### config.mk
export PLATFORM = sky130hd
export DESIGN_NAME = layer_sequencer
export DESIGN_NICKNAME = d
export VERILOG_FILES = /design/src/rtl/layer_sequencer.sv
export SDC_FILE = /design/constraint.sdc
export NUM_CORES = 1
export LEC_CHECK = 0
export CAP_MARGIN = 20
export CORE_ASPECT_RATIO = 1.25
export CORE_MARGIN = 5
export CORE_UTILIZATION = 55
export CTS_CLUSTER_DIAMETER = 150
export CTS_CLUSTER_SIZE = 30
export DETAILED_ROUTE_END_ITERATION = 12
export DONT_BUFFER_PORTS = 1
export HOLD_SLACK_MARGIN = 0.03
export MAX_ROUTING_LAYER = met4
export PLACE_DENSITY = 0.74
export SYNTH_ARGS = -nofsm -noshare
export SYNTH_HDL_FRONTEND = slang
export SYNTH_SLANG_ARGS = --single-unit
### constraint.sdc
create_clock -name clk -period 2.1 [get_ports clk]
set_clock_uncertainty 0.05 [all_clocks]
set_input_delay 0.42 -clock clk [delete_from_list [all_inputs] [get_ports clk]]
set_output_delay 0.42 -clock clk [all_outputs]
set_load 0.01 [all_outputs]
### src/rtl/layer_sequencer.sv
// Layer sequencer: walks a single-layer CNN engine through NUM_LAYER table-configured layers.
// Optional per-layer watchdog with an ERROR state is enabled by defining LAYER_TIMEOUT_EN.
module layer_sequencer #(
  parameter int          NUM_LAYER      = 7,
  parameter int          CFG_WIDTH      = 34,
  parameter int          OFM_BASE_ODD   = 526656,
  parameter int          ADDR_WIDTH     = 22,
  parameter int unsigned TIMEOUT_CYCLES = 67108864,
  localparam int         LW             = (NUM_LAYER > 1) ? $clog2(NUM_LAYER) : 1
) (
  input  logic                  clk,
  input  logic                  rst_n,
  input  logic                  start_CNN,
  input  logic                  cfg_we,
  input  logic [LW-1:0]         cfg_layer,
  input  logic [CFG_WIDTH-1:0]  cfg_data,
  input  logic                  layer_done,
  output logic                  start_layer,
  output logic [LW-1:0]         count_layer,
  output logic [CFG_WIDTH-1:0]  layer_cfg,
  output logic [ADDR_WIDTH-1:0] ofm_base,
  output logic                  busy,
  output logic                  done_CNN,
  output logic                  err_timeout
);

  localparam logic [LW-1:0]         LAST_LAYER = LW'(NUM_LAYER - 1);
  localparam logic [ADDR_WIDTH-1:0] BASE_ODD   = ADDR_WIDTH'(OFM_BASE_ODD);

  typedef enum logic [2:0] {
    S_IDLE  = 3'd0,
    S_LOAD  = 3'd1,
    S_START = 3'd2,
    S_WAIT  = 3'd3,
    S_NEXT  = 3'd4,
`ifdef LAYER_TIMEOUT_EN
    S_DONE  = 3'd5,
    S_ERROR = 3'd6
`else
    S_DONE  = 3'd5
`endif
  } state_t;

  state_t               state;
  logic [CFG_WIDTH-1:0] cfg_table [NUM_LAYER];
  logic                 cfg_wr_en;

  // Table is frozen while a run is active so every layer sees the config captured at start.
  assign cfg_wr_en = cfg_we && !busy && (cfg_layer <= LAST_LAYER);

`ifdef LAYER_TIMEOUT_EN
  localparam int TW = $clog2(TIMEOUT_CYCLES + 1);
  localparam logic [TW-1:0] TIMER_LAST = TW'(TIMEOUT_CYCLES - 1);
  logic [TW-1:0] timer;
`else
  assign err_timeout = 1'b0;
`endif

  // Layer configuration table
  always_ff @(posedge clk or negedge rst_n) begin
    if (!rst_n) begin
      for (int i = 0; i < NUM_LAYER; i++) begin
        cfg_table[i] <= '0;
      end
    end else if (cfg_wr_en) begin
      cfg_table[cfg_layer] <= cfg_data;
    end
  end

  // Sequencing FSM with registered outputs
  always_ff @(posedge clk or negedge rst_n) begin
    if (!rst_n) begin
      state       <= S_IDLE;
      start_layer <= 1'b0;
      done_CNN    <= 1'b0;
      busy        <= 1'b0;
      count_layer <= '0;
      layer_cfg   <= '0;
      ofm_base    <= '0;
`ifdef LAYER_TIMEOUT_EN
      err_timeout <= 1'b0;
      timer       <= '0;
`endif
    end else begin
      start_layer <= 1'b0;
      done_CNN    <= 1'b0;
      case (state)
        S_IDLE: begin
          if (start_CNN) begin
            state       <= S_LOAD;
            count_layer <= '0;
            busy        <= 1'b1;
          end
        end
        S_LOAD: begin
          layer_cfg   <= cfg_table[count_layer];
          ofm_base    <= count_layer[0] ? BASE_ODD : '0;
          start_layer <= 1'b1;
          state       <= S_START;
        end
        S_START: begin
          state <= S_WAIT;
`ifdef LAYER_TIMEOUT_EN
          timer <= '0;
`endif
        end
        S_WAIT: begin
          if (layer_done) begin
            state <= S_NEXT;
`ifdef LAYER_TIMEOUT_EN
          end else if (timer == TIMER_LAST) begin
            state       <= S_ERROR;
            err_timeout <= 1'b1;
            busy        <= 1'b0;
          end else begin
            timer <= timer + TW'(1);
`endif
          end
        end
        S_NEXT: begin
          if (count_layer == LAST_LAYER) begin
            state    <= S_DONE;
            done_CNN <= 1'b1;
            busy     <= 1'b0;
          end else begin
            count_layer <= count_layer + LW'(1);
            state       <= S_LOAD;
          end
        end
        S_DONE: begin
          state <= S_IDLE;
        end
`ifdef LAYER_TIMEOUT_EN
        S_ERROR: begin
          if (start_CNN) begin
            state       <= S_IDLE;
            err_timeout <= 1'b0;
          end
        end
`endif
        default: begin
          state <= S_IDLE;
        end
      endcase
    end
  end

endmodule
==> impl_metrics.json <==
{
  "dpl.cell_count": 1138,
  "path_cells": "nor3b_4 -> and3_2 -> buf_12 -> mux2_2",
  "final_util_pct": 59.13,
  "wl_um": 25950,
  "core.rowCount": 63,
  "start_util_pct": 55.41,
  "crit_arrival_ns": 2.25,
  "p_leak_uw": 0.006314,
  "r2r_start": "busy",
  "finalHoldViolations": 282,
  "period_minus_slack_ns": 1.923,
  "post_synth.cell_area_avg_um2": 14.61,
  "path_max_fanout": 16,
  "slew_violations": 0,
  "ys_seq_elements": 282,
  "synth_ff_type": "dfrtp_1",
  "synth-edff-count": 0,
  "final_common_cell": "dfrtp_1",
  "ios": 105,
  "vias": 7150,
  "worst-setup-path-type": "register to register",
  "fin_crit_sh_pct": 91.55,
  "drive_gt1_share_pct": 34.19,
  "critPathSlowestCell": "dfrtp_1",
  "dp_hpwl_um": 14670,
  "grt_pass1_vias": 7510,
  "slew_headroom_pct": 62.83,
  "synthCells": 891,
  "die_w_um": 147.6,
  "clock_latency_ns": 0.48,
  "drtIter0Drc": 399,
  "clk_path_buf_depth": 3,
  "clock.fmax_ghz": 0.5202,
  "synth-warning-count": 0,
  "power.total_uw": 11290,
  "grt_util_all_layers_pct": 20.08,
  "cp_num_buf_inv": 1,
  "viasPerCell": 6.003,
  "io_buffers": 0,
  "violations": "hold timing",
  "synthDistinctLibCells": 41,
  "r2r_slack_ns": 0.18,
  "rsz0062_at_grt": "false",
  "drc": 0,
  "syn_to_final_growth_pct": 6.710,
  "grt_start_max_net_pins": 283,
  "setup_violations": 0,
  "grt_pass1_wl_um": 42490,
  "cp-end-kind": "register",
  "worst_slew_pin_slew_ns": 0.5575,
  "gp_congestion": 0.7304,
  "instances_no_fill": 1191,
  "worst_ep_required_time_ns": 2.42,
  "path_delay_family": "simple AND/OR/NAND/NOR gates",
  "cts-root-buf": "clkbuf_16",
  "dr.pass1.iters": 4,
  "fin_nets": 942,
  "antenna_found_initial": 1,
  "mostFrequentLayoutCells": "dfrtp_1 (281), mux2_2 (221), mux2i_1 (102)",
  "cts_setup_buffers": 0,
  "synth_seq_area_share_pct": 54.22,
  "critPathLaunchType": "register",
  "drt-wirelength-per-cell_um": 21.79,
  "hp-class": "input pin to asynchronous set/reset pin",
  "clkTransAtPathRegs_ns": 0.11,
  "status": "complete, but fails checks",
  "cts_tree": "built",
  "detail-route-antenna-nets": 0,
  "hold_slack_ns": -0.4250,
  "cts_max_level": 1,
  "power_density_nw_per_um2": 813.0,
  "die_y_um": 182.0,
  "startpoint": "busy",
  "cts_hold_buf": 35,
  "ys_async_sr_fraction_pct": 100.0,
  "die_area_um2": 26860,
  "maxCapViolCount": 0,
  "grt.overflow.total": 0,
  "final.setup.tns_ns": 0,
  "numClockSinks": 282,
  "ir_drop_uv": 567.7,
  "numCtsBuffers": 13,
  "critical-path-max-stage-delay_ns": 0.49,
  "coreArea_um2": 23490,
  "cts.repair.resized": 0,
  "syn_area_um2": 13020
}
## kinds of logic (layout without fill, tap and decap cells)
kind of cell             Yosys count  count (layout)  share of synthesized area [%]
adder cells (fa/ha/maj)            2               2                         0.1922
multiplexers                     340             340                          28.43
AND/OR/NAND/NOR                   59              59                          3.211
AO/OA/AOI/OAI                    118             118                          8.959
other                              1              20                        0.02881
buffers and inverters             89              78                          4.960
flip-flops                       282             282                          54.22
## final cells by class
cell class | count | area, um^2
Sequential cell | 282 | 7061
Timing Repair Buffer | 60 | 693.2
Tap cell | 292 | 365.4
Inverter | 3 | 11.26
Clock inverter | 1 | 20.02
Multi-Input combinational cell | 538 | 5408
Fill cell | 1870 | 9600
Clock buffer | 14 | 329.1
Antenna cell | 1 | 2.502
## sequential cells by signal, indices dropped and copies added (netlist names)
signal,cells
cfg_table,238
count_layer,3
state,3
start_layer,1
ofm_base,1
done_CNN,1
layer_cfg,34
busy,1
## stage by stage
step | setup slack (ns) | instance area (um^2) | hold slack, ns
2_1_floorplan | 0.3887 | 13080 | 0.07441
3_3_place_gp | 0.1944 | 13170 | 0.08418
3_5_place_dp | 0.1622 | 13170 | 0.08646
4_1_cts | 0.1746 | 13870 | -0.4393
5_1_grt | 0.1400 | 13890 | -0.4569
6_report | 0.1775 | 13890 | -0.4250
## report_power, final
group | leakage (uW) | internal, uW | switching, uW
Clock | 0.000171 | 1160 | 1640
Sequential | 0.00388 | 5720 | 399
Combinational | 0.00227 | 1080 | 1290
Total | 0.00631 | 7970 | 3330
## routing by layer
| layer | up-vias | wire [um] | GRT usage [%] | share of wire (%) |
|---|---|---|---|---|
| met1 | 3747 | 11270 | 26.49 | 43 |
| met3 | 22 | 1122 | 2.671 | 4.3 |
| li1 | 3262 | - | - | - |
| met4 | 0 | 339 | 4.066 | 1.3 |
| met2 | 119 | 13210 | 33.65 | 51 |
| met5 | - | 0 | - | 0 |
## cells in the mapped netlist, types with 3 or more instances
cell / number / area, um^2
a21oi_1: 3 / 15.01
a221oi_2: 33 / 495.5
a22o_1: 34 / 297.8
a22oi_1: 35 / 262.8
buf_2: 28 / 140.1
buf_4: 29 / 217.7
buf_6: 18 / 202.7
clkbuf_1: 6 / 22.52
clkbuf_8: 3 / 41.29
dfrtp_1: 282 / 7057
inv_1: 3 / 11.26
mux2_1: 17 / 191.4
mux2_2: 221 / 2489
mux2i_1: 102 / 1021
nand2_1: 4 / 15.01
nand2b_1: 35 / 219.0
nor2_1: 3 / 11.26
nor3b_4: 3 / 56.30
o21ai_0: 3 / 15.01
## path summary, 6_finish.rpt
| check | to | depth (start not counted) |
|---|---|---|
| min in group clk | cfg_table[4] | 1 |
| min | start_layer | 0 |
| max reg2reg | cfg_table[54] | 4 |
| max | cfg_table[54] | 4 |
| min reg2reg | cfg_table[12] | 1 |
| max in group asynchronous | layer_cfg[10] | 0 |
Power figures use the tool's default switching activity.
